==> config.mk <==
export PLATFORM = sky130hd
export DESIGN_NAME = regfile_write_init_seq
export DESIGN_NICKNAME = d
export VERILOG_FILES = /design/src/rtl/regfile_write_init_seq.sv
export SDC_FILE = /design/constraint.sdc
export NUM_CORES = 1
export LEC_CHECK = 0
export ABC_AREA = 1
export CAP_MARGIN = 20
export CORE_UTILIZATION = 46
export CTS_CLUSTER_SIZE = 40
export DETAILED_ROUTE_END_ITERATION = 6
export GPL_ROUTABILITY_DRIVEN = 0
export HOLD_SLACK_MARGIN = 0.05
export PLACE_DENSITY = 0.85
export RECOVER_POWER = 25
export SLEW_MARGIN = 0
export SYNTH_ARGS = -nofsm -noshare
export SYNTH_HDL_FRONTEND = slang
export SYNTH_SLANG_ARGS = --single-unit
==> constraint.sdc <==
create_clock -name CLK -period 4.7 [get_ports CLK]
set_input_delay 1.175 -clock CLK [delete_from_list [all_inputs] [get_ports CLK]]
set_output_delay 1.175 -clock CLK [all_outputs]
set_load 0.05 [all_outputs]
==> src/rtl/regfile_write_init_seq.sv <==
// regfile_write_init_seq
// ----------------------
// Write-port front end for the multi-port register file. After reset, or when
// START is pulsed while running, it sweeps every entry with a fill pattern on
// consecutive cycles. Once the sweep has been committed it forwards client
// writes (valid/ready handshake, one cycle of latency) and raises DONE.
//
// Parameters:
//   width      - data width in bits
//   n          - index width in bits (0 means a single-entry file)
//   size       - number of entries, 1..2^n
//   fill_value - constant written by a sweep when fill_mode == 0
//   fill_mode  - 0: write fill_value, 1: write the entry index resized to width
//
// Ports:
//   CLK               - clock, rising edge
//   RST               - asynchronous active-high reset
//   START             - single-cycle request to re-run the sweep (ignored while filling)
//   CLIENT_WR_EN      - client write valid
//   CLIENT_WR_INDEX   - client write index
//   CLIENT_WR_DATA    - client write data
//   CLIENT_WR_READY   - client write accepted when EN && READY (combinational)
//   WRITE_EN_WRITE    - registered write enable to the register file
//   WRITE_INDEX_WRITE - registered write index to the register file
//   WRITE_DATA_WRITE  - registered write data to the register file
//   DONE              - register file initialised and accepting client writes
//   BUSY              - fill sweep in progress

module regfile_write_init_seq #(
   parameter int width = 32,
   parameter int n     = 5,
   parameter int size  = 32,
   parameter logic [((width > 0) ? width : 1)-1:0] fill_value = '0,
   parameter int fill_mode = 0
) (
   input  logic                                 CLK,
   input  logic                                 RST,
   input  logic                                 START,
   input  logic                                 CLIENT_WR_EN,
   input  logic [((n > 0) ? n : 1)-1:0]         CLIENT_WR_INDEX,
   input  logic [((width > 0) ? width : 1)-1:0] CLIENT_WR_DATA,
   output logic                                 CLIENT_WR_READY,
   output logic                                 WRITE_EN_WRITE,
   output logic [((n > 0) ? n : 1)-1:0]         WRITE_INDEX_WRITE,
   output logic [((width > 0) ? width : 1)-1:0] WRITE_DATA_WRITE,
   output logic                                 DONE,
   output logic                                 BUSY
);

   localparam int IW = (n > 0) ? n : 1;
   localparam int DW = (width > 0) ? width : 1;
   localparam int CW = n + 1;

   // Sweep counter value of the final entry; size <= 2^n always fits in n+1 bits.
   localparam logic [CW-1:0] LAST_CNT = CW'(size - 1);

   typedef enum logic {
      FILL = 1'b0,
      RUN  = 1'b1
   } state_t;

   state_t          state_q, state_d;
   logic [CW-1:0]   cnt_q, cnt_d;
   logic            we_q, we_d;
   logic [IW-1:0]   idx_q, idx_d;
   logic [DW-1:0]   data_q, data_d;
   logic            done_q, done_d;
   logic            busy_q, busy_d;

   logic [IW-1:0]   cnt_index;
   logic [IW-1:0]   client_index;
   logic [DW-1:0]   fill_data;
   logic            client_accept;

   // Zero-extends or truncates the sweep counter to the data width.
   function automatic logic [DW-1:0] resize_cnt(input logic [CW-1:0] c);
      logic [DW-1:0] r;
      r = '0;
      for (int i = 0; (i < DW) && (i < CW); i++) begin
         r[i] = c[i];
      end
      return r;
   endfunction

   // A single-entry file has no meaningful index bits, so the index is tied to zero.
   assign cnt_index    = (n == 0) ? '0 : cnt_q[IW-1:0];
   assign client_index = (n == 0) ? '0 : CLIENT_WR_INDEX;
   assign fill_data    = (fill_mode != 0) ? resize_cnt(cnt_q) : fill_value;

   // READY waits for DONE so that no client write can race the last fill write,
   // and drops with START so a restart never swallows a write silently.
   assign CLIENT_WR_READY = (state_q == RUN) && done_q && !START;
   assign client_accept   = CLIENT_WR_EN && CLIENT_WR_READY;

   always_comb begin
      state_d = state_q;
      cnt_d   = cnt_q;
      we_d    = 1'b0;
      idx_d   = idx_q;
      data_d  = data_q;
      done_d  = done_q;
      busy_d  = busy_q;

      case (state_q)
         FILL: begin
            we_d   = 1'b1;
            idx_d  = cnt_index;
            data_d = fill_data;
            done_d = 1'b0;
            busy_d = 1'b1;
            if (cnt_q == LAST_CNT) begin
               state_d = RUN;
               cnt_d   = '0;
            end else begin
               cnt_d = cnt_q + CW'(1);
            end
         end
         RUN: begin
            if (START) begin
               state_d = FILL;
               cnt_d   = '0;
               done_d  = 1'b0;
               busy_d  = 1'b1;
            end else begin
               // The first RUN edge is the one on which the last fill write commits.
               done_d = 1'b1;
               busy_d = 1'b0;
               if (client_accept) begin
                  we_d   = 1'b1;
                  idx_d  = client_index;
                  data_d = CLIENT_WR_DATA;
               end
            end
         end
      endcase
   end

   always_ff @(posedge CLK or posedge RST) begin
      if (RST) begin
         state_q <= FILL;
         cnt_q   <= '0;
         we_q    <= 1'b0;
         idx_q   <= '0;
         data_q  <= '0;
         done_q  <= 1'b0;
         busy_q  <= 1'b1;
      end else begin
         state_q <= state_d;
         cnt_q   <= cnt_d;
         we_q    <= we_d;
         idx_q   <= idx_d;
         data_q  <= data_d;
         done_q  <= done_d;
         busy_q  <= busy_d;
      end
   end

   assign WRITE_EN_WRITE    = we_q;
   assign WRITE_INDEX_WRITE = idx_q;
   assign WRITE_DATA_WRITE  = data_q;
   assign DONE              = done_q;
   assign BUSY              = busy_q;

endmodule

* Word level (Yosys, flattened, before mapping)
Cells that the tools add are included. Widths: inputs -> output; s select.
Word-level totals: input port bits 41, register bits after elaboration 47
Operators by class: reductions and logical operators 5, add/sub/neg operators 1, bitwise operators 1, eq/ne operators 4, mux-type cells 18
Operators by type and width (number):
- $mux 32 | 2
- $pmux 32 s2 | 1
- $mux 6 | 2
- $pmux 6 s2 | 1
- $mux 5 | 2
- $pmux 5 s2 | 1
- $pmux 1 s2 | 4
- $add 6x1->6 const B | 1
- $eq 6x5->1 const B | 1
- $mux 1 | 5
- $ne 2x2->1 const B | 2
- $logic_and 1x1->1 | 3
- $ne 2x1->1 const B | 1
- $reduce_and 2->1 | 1
- $logic_not 1->1 | 1
- $not 1->1 | 1

* Depth between registers and ports, before layout
Gate-level depths: netlist of the first run.
depth in word-level cells 6, mapped depth 8

* Worst setup path after synthesis of the first run
OpenSTA, ideal clock, no wires.
path kind input to output, start input port START, end output port CLIENT_WR_READY, data arrival time 1.616 ns, path buffers 0, stages on the path 3, slack 1.909 ns, cells stage by stage inv_1 -> nand2_2 -> nor2_4
Between the ends: longest elaborated chain between the ends 2
Ends and longest elaborated chain:
- from (decl) | RTL line 38 | input logic START,
- $logic_not 1->1 | RTL line 92 | assign CLIENT_WR_READY = (state_q == RUN) && done_q && !START;
- $logic_and 1x1->1 | RTL line 92
- to (decl) | RTL line 42 | output logic CLIENT_WR_READY,
Every way passes these cells.

* Final worst setup path of the first run
Same ends and word-level chain as after synthesis.

==> results.md, run 1 <==
* Status: finished, final reports clean
* Mux cell area share after synthesis at 0%
* Setup CP Type: primary input to output pin
* Worst Skew at around 0.0043 ns
* Hold_buf cts at 0
* Total Wirelength at around 4500 um
* FF+latch area at approximately 1200 um2
* Largest net degree at the start of global routing at 48
* Starting Density at just under 50%
* Fillcell total at between 300 and 400
* 1st-iter DRT viols at 90
* CP Data Required Time at around 3.5 ns
* Worst reg2reg path depth at 7
* Core Box Area at about 4000 um2
* Simple-Gate Fraction of Synth Area at a little under a third
* Clock transition at the registers of the reported paths at roughly 0.080 ns
* Peak VDD IR at around 0.0002 V
* Clock power frac at ~22%
* Clk buf depth at 2
* R2R Path End: WRITE_INDEX_WRITE[3]$_DFFE_PP0P_
* Worst slew margin at 10.6%
* Syn avg cell area at 8.85 um2
* Combinational fraction of design power at between 30% and 40%
* Internal Power at ~0.74 mW
* Compound-Gate Fraction of Synth Area at 3.20%
* Fmax at about 240 MHz
* Mapped cell area at 1990 um2
* Synth Flop Type: dfrtp_1
* First-pass GRT wire length at between 7000 and 8000 um
* Port Buffers at a little over 80
* Inst Count DP at 347
* Hold Path Cell Cnt at 2
* Footprint of the multi-input gates at approximately 690 um2
* Flop2flop setup slack at about 3.2 ns
* Synth Area in Adders at less than 1%
* YS warnings at 0
* CTS tree: yes
* Wire length per cell at ~13 um
* Root buffer cell: clkbuf_8
* Syn Inst Count at approximately 230
* Post-synthesis xor/xnor area fraction at 0%
* Initial antenna violation count at 0
* Number of non-filler instances in the completed layout at around 360
* Final min period at between 4 and 5 ns
* Gr ovfl total at 0
* Power per Cell Area at approximately 400 nW/um2
* Post-synthesis cell type count at 21
* Reg2reg start: state_q$_DFF_PP0_
* Drt pass-1 iters at 5
* Largest family of logic cells by synthesized area: simple AND/OR/NAND/NOR gates
* CP max FO at 7
* Final Slew Violations at 0
* Crit path depth at 5
* Row cnt at 23
* Critical path endpoint category: output pin
* Final Hold Fails at 0
* DRC at 0
* Worst setup endpoint: CLIENT_WR_READY
* Max-Cap Viols at 0
* Die Wd at around 68 um
* Sequential share of the synthesized area at between 50% and 60%
* Period utilization at between 80% and 90%
* FF+latch count, synth at 47
* Ant diodes at 0
* Share of post-route cells with drive strength above 1 at about 4.9%
* Synth async-reset ratio at 100%
* Dpl hpwl at roughly 3000 um
* Layout area overhead at 47.2%
* Slew at the pin closest to its max-slew limit at between 1 and 1.5 ns
* Setup Fix Bufs, Post-CTS at 0
* CTS sink count at 47
* Crit-path slowest cell: clkdlybuf4s50_1
* IO Pins at a little over 80
* Sw Ratio at between 30% and 40%
* Vias at between 1.5k and 2k
* All-layer global routing usage at 21.5%
* Family with the most delay on the worst path: buffers and inverters
* Crit-path max cell delay at approximately 0.82 ns
* CP Launch Type: primary input
* NetSw at approximately 0.43 mW
* Vias in the first global route at between 1.5k and 2k
* Antenna Nets Post-Route at 0
* Crit path cell chain: dlygate4sd3_1 -> inv_1 -> nand2_1 -> nor2_4 -> clkdlybuf4s50_1
* Clock Latency Late Sink at just under 0.3 ns
* Post-CTS Resized at 0
* Total CTS buffers at 5
* Unrepaired setup endpoints after global routing: false
* Die ar. at about 4600 um2
* Critical Path Source: START
* Setup TNS at 0 ns
* Setup violators final at 0
* WP data arrival at around 2.9 ns
* Die span in y at roughly 68 um
* Synthesized Nets at 267
* H-tree lvl count at 2
* Post-synth EDFFs at 0
* Buffers & Inverters on Critical Path at 3
* Sequential share of power at a little over two fifths
* Layout Nets at 347
* DR vias/cell at 4.91
* Tightest Hold Check Type: register to register
* LEAKAGE at between 1 and 1.5 nW
==> registers in the layout, indices dropped and copies added, names as in the netlist <==
register,cells
WRITE_EN_WRITE,1
state_q,1
DONE,1
WRITE_DATA_WRITE,32
BUSY,1
cnt_q,6
WRITE_INDEX_WRITE,5
==> placed cells by master (no fill, tap or decap) <==
cell	Yosys	final
a21oi_1	1	1
a22oi_1	1	1
buf_16	0	1
buf_4	0	2
clkbuf_1	0	2
clkbuf_8	0	7
clkdlybuf4s50_1	0	79
dfrtp_1	46	46
dfstp_2	1	1
dlygate4sd3_1	0	2
ha_1	1	1
inv_1	12	12
nand2_1	90	91
nand2_2	2	1
nand3_1	43	43
nand4_1	1	1
nor2_1	3	3
nor2_4	1	1
nor3_4	1	1
o21a_1	1	1
o21ai_0	6	6
o21bai_1	1	1
o22ai_1	1	1
or2_2	1	1
==> synth_stat cells, drive strengths merged (4+ instances only) <==
cell type	number	area share (%)
o21ai	6	1.5
dfrtp	46	58
nor2	4	1.1
nand2	92	18
buf	12	3.8
inv	12	2.3
nand3	43	11
==> area by class of cell <==
cell class | count | share of cell area, %
repair buffers | 85 | 29.2
well taps | 50 | 2.13
clock buffers | 8 | 3.41
multi-input cells | 154 | 23.5
inverters | 12 | 1.54
flip-flops and latches | 47 | 40.1
==> metrics by stage <==
| stage | util, % | instance area [um2] | setup WS [ns] | power [mW] | hold slack, ns |
|---|---|---|---|---|---|
| after CTS | 71.7 | 2930 | 0.819 | 1.18 | 0.504 |
| after detailed placement | 69.3 | 2830 | 0.819 | 0.922 | 0.486 |
| after global placement | 68.6 | 2800 | 0.839 | 0.908 | 0.480 |
| after global routing | 71.8 | 2930 | 0.516 | 1.24 | 0.523 |
| after floorplan | - | 1990 | 1.91 | 0.784 | 0.487 |
| final | 71.8 | 2930 | 0.587 | 1.17 | 0.499 |
==> logic make-up (layout without fill, tap and decap cells) <==
group,count (synthesis),count (layout)
AO/OA/AOI/OAI,11,11
adder cells (fa/ha/maj),1,1
buffers and inverters,24,105
AND/OR/NAND/NOR,142,142
flip-flops,47,47
==> metal layers <==
metal	routed length, um	vias up	part of all wire, %	global-route usage (%)
li1	-	879	-	-
met1	1890	803	42	25.8
met2	2260	60	50	36.6
met3	295	7	6.6	5.74
met4	51	0	1.1	7.81
met5	0	-	0	0
==> power by group through the flow <==
| stage | clock network [mW] | registers [mW] | logic (mW) |
|---|---|---|---|
| 2_1_floorplan | 0 | 0.608 | 0.176 |
| 3_3_place_gp | 0 | 0.514 | 0.394 |
| 3_5_place_dp | 0 | 0.517 | 0.405 |
| 4_1_cts | 0.266 | 0.510 | 0.406 |
| 5_1_grt | 0.284 | 0.519 | 0.441 |
| 6_report | 0.259 | 0.509 | 0.403 |
==> tightest hold or removal path: cells and delay by family (launching register included) <==
family,cells,cell delay [ns]
DFF,1,0.35
and+or+nand+nor,2,0.12
==> how the worst min path moves through the flow <==
stage	startpoint	to	slack (ns)
final	WRITE_DATA_WRITE[7]$_DFFE_PP0P_	WRITE_DATA_WRITE[7]$_DFFE_PP0P_	0.50
after detailed placement	WRITE_DATA_WRITE[28]$_DFFE_PP0P_	WRITE_DATA_WRITE[28]$_DFFE_PP0P_	0.49
after CTS	WRITE_DATA_WRITE[1]$_DFFE_PP0P_	WRITE_DATA_WRITE[1]$_DFFE_PP0P_	0.50
after floorplan	cnt_q[5]$_DFFE_PP0N_	cnt_q[5]$_DFFE_PP0N_	0.49
after global placement	WRITE_DATA_WRITE[7]$_DFFE_PP0P_	WRITE_DATA_WRITE[7]$_DFFE_PP0P_	0.48
after global routing	WRITE_DATA_WRITE[31]$_DFFE_PP0P_	WRITE_DATA_WRITE[31]$_DFFE_PP0P_	0.52
No activity file was read; power rests on OpenSTA's default activity.
==> run 2, diff against run 1 <==
--- a/config.mk
+++ b/config.mk
@@ -7,12 +7,12 @@
 export LEC_CHECK = 0
 export ABC_AREA = 1
 export CAP_MARGIN = 20
-export CORE_UTILIZATION = 46
+export CORE_UTILIZATION = 35
 export CTS_CLUSTER_SIZE = 40
 export DETAILED_ROUTE_END_ITERATION = 6
 export GPL_ROUTABILITY_DRIVEN = 0
 export HOLD_SLACK_MARGIN = 0.05
-export PLACE_DENSITY = 0.85
+export PLACE_DENSITY = 0.67
 export RECOVER_POWER = 25
 export SLEW_MARGIN = 0
 export SYNTH_ARGS = -nofsm -noshare
==> constraint.sdc (replaced) <==
create_clock -name CLK -period 4.4 [get_ports CLK]
set_input_delay 1.1 -clock CLK [delete_from_list [all_inputs] [get_ports CLK]]
set_output_delay 1.1 -clock CLK [all_outputs]
set_load 0.01 [all_outputs]
==> run 2 against run 1 <==
Sequential share of layout area shrank 0.19 points. Cell count grew 5.9%. Count of clock-buffer cells in the layout shrank 2. Clock skew grew 0.0013 ns. Combinational power shrank 16%. Critical path type unchanged. Critical endpoint unchanged.
==> results.md, run 2 (synthesis gave the netlist of run 1 again) <==
* Row cnt at 27 (+17%)
* Combinational fraction of design power at 29.8% (-4.6 points)
* Crit path cell chain: clkdlybuf4s50_1 -> inv_1 -> nand2_2 -> nor2_4 -> clkdlybuf4s50_1
* Fmax at about 290 MHz
* Crit-path max cell delay at 0.54 ns (-0.28 ns)
* Hold_buf cts at 0 (unchanged)
* Peak VDD IR at 0.000160 V (-20%)
* NetSw at 0.367 mW (-14%)
* Buffers & Inverters on Critical Path at 3 (unchanged)
* Die ar. at 6000 um2 (+30%)
* Final core occ at 53.5% (-18 points)
* Max-Cap Viols at 0 (unchanged)
* Antenna Nets Post-Route at 0 (unchanged)
* Drt pass-1 iters at 4 (-1)
* CTS sink count at 47 (unchanged)
* Sequential share of power at 47.5% (+4.1 points)
* Area after DPL at 2840 um2 (+0.26%)
* Root buffer cell: clkbuf_8
* Clock power frac at 22.7% (+0.6 points)
* DRC at 0 (unchanged)
* LEAKAGE at 1.44 nW (-0.13%)
* Core Box Area at 5510 um2 (+35%)
* Ant diodes at 0 (unchanged)
* Die Wd at 77.4 um (+14%)
* Unrepaired setup endpoints after global routing: false
* Final instance area at 2950 um2 (+0.47%)
* DR vias/cell at 4.73 (-3.8%)
* Layout area overhead at 47.9%
* Share of post-route cells with drive strength above 1 at 5.57% (+0.67 points)
* CP max FO at 7 (unchanged)
* Final min period at 3.48 ns
* Most frequent cells in the layout: nand2_1, clkdlybuf4s50_1, dfrtp_1, nand3_1, inv_1
* Dpl hpwl at 3110 um (+0.79%)
* CP Data Required Time at 3.30 ns (-0.22 ns)
* Wire length per cell at 12.5 um (-0.61%)
* Clock transition at the registers of the reported paths at 0.08 ns (about the same)
* Gr ovfl total at 0 (unchanged)
* Power per Cell Area at 388 nW/um2 (-2.9%)
* WP data arrival at 2.38 ns (-0.56 ns)
* Vias in the first global route at 1,688 (+9.5%)
* Tightest Hold Check Type: register to register
* Setup violators final at 0 (unchanged)
* Layout Nets at 347 (unchanged)
* Sw Ratio at 32.2% (-4.4 points)
* Flop2flop setup slack at 2.24 ns (-0.96 ns)
* Post-CTS Resized at 0 (unchanged)
* Crit-path slowest cell: clkdlybuf4s50_1
* Internal Power at 0.775 mW (+4.4%)
* Final Hold Fails at 0 (unchanged)
* Setup CP Type: primary input to output pin
* Clock Latency Late Sink at 0.29 ns (about the same)
* Initial antenna violation count at 0 (unchanged)
* Worst slew margin at 59.4% (+49 points)
* CTS tree: yes
* Setup Fix Bufs, Post-CTS at 0 (unchanged)
* Final Slew Violations at 0 (unchanged)
* Worst Skew at 0.00560 ns (+0.00130 ns)
* H-tree lvl count at 2 (unchanged)
* Slew at the pin closest to its max-slew limit at 0.607 ns (-0.733 ns)
* Critical path endpoint category: output pin
* Period utilization at between 70% and 80%
* First-pass GRT wire length at 7890 um (+11%)
* Die span in y at 77.4 um (+14%)
* Hold_ws at 0.502 ns (+0.00306 ns)
* Family with the most delay on the worst path: buffers and inverters
* All-layer global routing usage at 16.7% (-4.8 points)
* Largest net degree at the start of global routing at 49 (+2.1%)
* Commonest non-fill, non-tap cell in the layout: nand2_1
* Largest register FFs at 32 (unchanged)
* 1st-iter DRT viols at 173 (+92%)
* Status: finished, final reports clean
* Total Wirelength at 4730 um (+5.3%)
* Total CTS buffers at 5 (unchanged)
* Starting Density at 36.2% (-13 points)
* CP Launch Type: primary input
* Port Buffers at 81 (unchanged)
* Crit path top cell by count: clkdlybuf4s50_1
* Setup TNS at 0 ns (unchanged)
* Vias at 1,782 (+1.9%)
* Clk buf depth at 2 (unchanged)
* IO Pins at 82 (unchanged)
==> run 2: cell count changes in the layout (fill, tap and decap cells not counted) <==
| cell | change |
|---|---|
| clkbuf_8 | -1 |
| buf_4 | +1 |
| clkbuf_1 | -2 |
| buf_12 | +1 |
| buf_16 | -1 |
| dlygate4sd3_1 | -1 |
| clkinv_2 | +1 |
| nand2_2 | +1 |
| nand2_1 | -1 |
| clkdlybuf4s50_1 | +1 |
==> run 2: cell type report <==
| class | instances | area, um2 |
|---|---|---|
| tap | 72 | 90.1 |
| inverter | 12 | 45.0 |
| fill | 529 | 2560 |
| clock buffer | 6 | 82.6 |
| sequential | 47 | 1180 |
| clock inverter | 1 | 5.00 |
| timing repair buffer | 85 | 853 |
| multi-input combinational | 154 | 693 |
==> run 2: path summary, 6_finish.rpt <==
kind                                                  startpoint                               end  cells past startpoint
worst min-delay path            WRITE_DATA_WRITE[10]$_DFFE_PP0P_  WRITE_DATA_WRITE[10]$_DFFE_PP0P_                      2
max in group asynchronous                                    RST                    BUSY$_DFF_PP1_                      3
worst max register to register                 state_q$_DFF_PP0_  WRITE_DATA_WRITE[27]$_DFFE_PP0P_                      7
worst max-delay path                                       START                   CLIENT_WR_READY                      5
min in group asynchronous                                    RST  WRITE_DATA_WRITE[28]$_DFFE_PP0P_                      2
worst min register to register  WRITE_DATA_WRITE[10]$_DFFE_PP0P_  WRITE_DATA_WRITE[10]$_DFFE_PP0P_                      2
==> run 2: metal layers <==
layer / GRT usage, % / up-vias / wire length [um]
li1: - / 875 / -
met1: 19.4 / 841 / 1950
met2: 29.0 / 62 / 2360
met3: 6.12 / 4 / 388
met4: 3.96 / 0 / 26
met5: 0 / - / 0
==> run 2: power by group through the flow <==
| stage | sequential, mW | combinational [mW] | clock (mW) |
|---|---|---|---|
| after floorplan | 0.559 | 0.188 | 0 |
| after global placement | 0.550 | 0.336 | 0 |
| after detailed placement | 0.552 | 0.342 | 0 |
| after CTS | 0.543 | 0.343 | 0.270 |
| after global routing | 0.552 | 0.381 | 0.289 |
| final | 0.542 | 0.340 | 0.259 |
==> run 2: worst min-delay path: stages (launching register included) <==
cell	delay, ns
dfrtp_1	0.34
nand3_1	0.08
nand2_1	0.05
==> run 2: stage by stage <==
step,std cells,total power [mW],worst slack (ns)
4_1_cts,376,1.16,0.913
3_5_place_dp,369,0.894,0.915
5_1_grt,377,1.22,0.874
6_report,377,1.14,0.919
3_3_place_gp,369,0.886,0.928
2_1_floorplan,225,0.746,1.93
==> run 3, diff against run 2 <==
==> constraint.sdc (replaced) <==
create_clock -name CLK -period 3.3 [get_ports CLK]
set_input_delay 0.825 -clock CLK [delete_from_list [all_inputs] [get_ports CLK]]
set_output_delay 0.825 -clock CLK [all_outputs]
set_load 0.01 [all_outputs]
==> run 3 against run 2 <==
Largest power group unchanged. Sequential share of layout area grew 0.068 points. Clock power grew 32%. Critical path depth is the same. Register-to-register slack lost 0.48 ns. Flip-flop and latch count is the same. Largest cell class unchanged. Non-clock buffer count is the same.
==> results.md, run 3 (synthesis gave the netlist of run 1 again) <==
* Root buffer cell: clkbuf_8
* Starting Density at 36.2% (unchanged)
* Peak VDD IR at 0.000216 V (+35%)
* LEAKAGE at 1.43 nW (-0.48%)
* CTS tree: yes
* CTS sink count at 47 (unchanged)
* Row cnt at 27 (unchanged)
* Family with the most delay on the worst path: buffers and inverters
* Internal Power at 1.03 mW (+33%)
* Crit-path max cell delay at 0.54 ns (about the same)
* Hold_buf cts at 0 (unchanged)
* Layout area overhead at 47.7%
* Sw Ratio at 32.0% (-0.20 points)
* Clk buf depth at 2 (unchanged)
* All-layer global routing usage at 16.4% (-0.29 points)
* R2R Path End: WRITE_INDEX_WRITE[2]$_DFFE_PP0P_
* Die span in y at 77.4 um (unchanged)
* Critical Path Source: START
* Vias at 1,735 (-2.6%)
* IO Pins at 82 (unchanged)
* 1st-iter DRT viols at 80 (-54%)
* Sequential share of power at 47.8% (+0.3 points)
* Tightest Hold Check Type: register to register
* Share of post-route cells with drive strength above 1 at 5.25% (-0.33 points)
* Dpl hpwl at 3080 um (-1.2%)
* Clock transition at the registers of the reported paths at 0.08 ns (about the same)
* Setup violators final at 0 (unchanged)
* Fmax at roughly 330 MHz
* Final Hold Fails at 0 (unchanged)
* Antenna Nets Post-Route at 0 (unchanged)
* Post-CTS Resized at 0 (unchanged)
* Crit path depth at 5 (unchanged)
* Setup TNS at 0 ns (unchanged)
* DRC at 0 (unchanged)
* Unrepaired setup endpoints after global routing: false
* Ant diodes at 0 (unchanged)
* Most frequent cells in the layout: nand2_1, clkdlybuf4s50_1, dfrtp_1, nand3_1, inv_1
* Wire length per cell at 12.1 um (-3.6%)
* Reg2reg start: state_q$_DFF_PP0_
* Power per Cell Area at 515 nW/um2 (+33%)
* Port Buffers at 81 (unchanged)
* Max-Cap Viols at 0 (unchanged)
* Slew at the pin closest to its max-slew limit at 1.14 ns (+0.531 ns)
* CP max FO at 7 (unchanged)
* CP Data Required Time at 2.47 ns (-0.83 ns)
* H-tree lvl count at 2 (unchanged)
* Initial antenna violation count at 0 (unchanged)
* CP Launch Type: primary input
* NetSw at 0.485 mW (+32%)
* Status: finished, final reports clean
* WP data arrival at 2.18 ns (-0.20 ns)
* Critical path endpoint category: output pin
* Clock Latency Late Sink at 0.29 ns (about the same)
* Flop2flop setup slack at 1.76 ns (-0.48 ns)
* Final min period at 3.00 ns
* Crit path top cell by count: clkdlybuf4s50_1
* Period utilization at approximately nine tenths
* Crit-path slowest cell: clkdlybuf4s50_1
* Total Wirelength at 4560 um (-3.6%)
* Buffers & Inverters on Critical Path at 3 (unchanged)
* Combinational fraction of design power at 29.6% (-0.2 points)
* Vias in the first global route at 1,593 (-5.6%)
* Hold_ws at 0.498 ns (-0.00322 ns)
* Commonest non-fill, non-tap cell in the layout: nand2_1
* Total CTS buffers at 5 (unchanged)
* Worst reg2reg path depth at 7 (unchanged)
* Core Box Area at 5510 um2 (unchanged)
* Setup CP Type: primary input to output pin
* Crit path cell chain: clkdlybuf4s50_1 -> inv_1 -> nand2_1 -> nor2_4 -> clkdlybuf4s50_1
* Fillcell total at 518 (-2.1%)
* Worst Skew at 0.00451 ns (-0.00109 ns)
* First-pass GRT wire length at 7700 um (-2.4%)
* Design Power at 1.52 mW (+33%)
* Worst slew margin at 24.1% (-35 points)
* Final core occ at 53.4% (-0.091 points)
* Die ar. at 6000 um2 (unchanged)
* Gr ovfl total at 0 (unchanged)
* Worst setup endpoint: CLIENT_WR_READY
* Die Wd at 77.4 um (unchanged)
* Layout Nets at 347 (unchanged)
* Setup Fix Bufs, Post-CTS at 0 (unchanged)
* Final Slew Violations at 0 (unchanged)
* Largest register FFs at 32 (unchanged)
* Largest net degree at the start of global routing at 48 (-2.0%)
* Clock power frac at 22.6% (about the same)
* DR vias/cell at 4.60 (-2.6%)
* Drt pass-1 iters at 4 (unchanged)
-- run 3: cell types whose count changed in the layout (fill, tap and decap cells not counted) --
cell      before  now
clkinv_1       0    1
buf_4          3    2
inv_1         12   11
clkbuf_2       0    1
nand2_2        2    1
nand2_1       90   91
-- run 3: worst min-delay path, delay by kind of cell (launching register included) --
family           cells  cell delay (ns)
AND/OR/NAND/NOR      2             0.12
flip-flops           1             0.35
-- run 3: worst min path at each step --
stage / from / to / depth (start not counted)
final: WRITE_DATA_WRITE[30]$_DFFE_PP0P_ / WRITE_DATA_WRITE[30]$_DFFE_PP0P_ / 2
after global placement: WRITE_DATA_WRITE[29]$_DFFE_PP0P_ / WRITE_DATA_WRITE[29]$_DFFE_PP0P_ / 2
after CTS: WRITE_DATA_WRITE[30]$_DFFE_PP0P_ / WRITE_DATA_WRITE[30]$_DFFE_PP0P_ / 2
after floorplan: cnt_q[5]$_DFFE_PP0N_ / cnt_q[5]$_DFFE_PP0N_ / 2
after detailed placement: WRITE_DATA_WRITE[7]$_DFFE_PP0P_ / WRITE_DATA_WRITE[7]$_DFFE_PP0P_ / 2
after global routing: WRITE_DATA_WRITE[0]$_DFFE_PP0P_ / WRITE_DATA_WRITE[0]$_DFFE_PP0P_ / 2
-- run 3: cell type report --
class	instances	area (um2)	share of cell area, %
multi-input combinational	154	691	23.5
inverter	12	45.0	1.53
timing repair buffer	85	851	28.9
tap	72	90.1	3.06
clock buffer	6	82.6	2.81
clock inverter	1	5.00	0.170
sequential	47	1180	40.0
-- run 3: layer usage --
metal,vias to the layer above,GRT usage (%),share of wire (%)
met5,-,0,0
met4,0,5.66,0.88
met3,4,6.00,7.9
met2,57,25.9,47
met1,797,20.6,44
li1,877,-,-
-- run 3: per-stage QoR --
| step | area [um2] | cells | setup WS [ns] |
|---|---|---|---|
| finish | 2940 | 377 | 0.296 |
| global route | 2940 | 377 | 0.227 |
| CTS | 2950 | 377 | 0.387 |
| detailed placement | 2860 | 370 | 0.392 |
| global placement | 2860 | 370 | 0.402 |
| floorplan | 1990 | 225 | 1.36 |
-- run 3: power by group through the flow --
stage	sequential (mW)	clock [mW]	combinational, mW
after floorplan	0.745	0	0.250
final	0.725	0.342	0.449
after detailed placement	0.736	0	0.457
after global routing	0.740	0.384	0.512
after CTS	0.726	0.360	0.457
after global placement	0.734	0	0.450
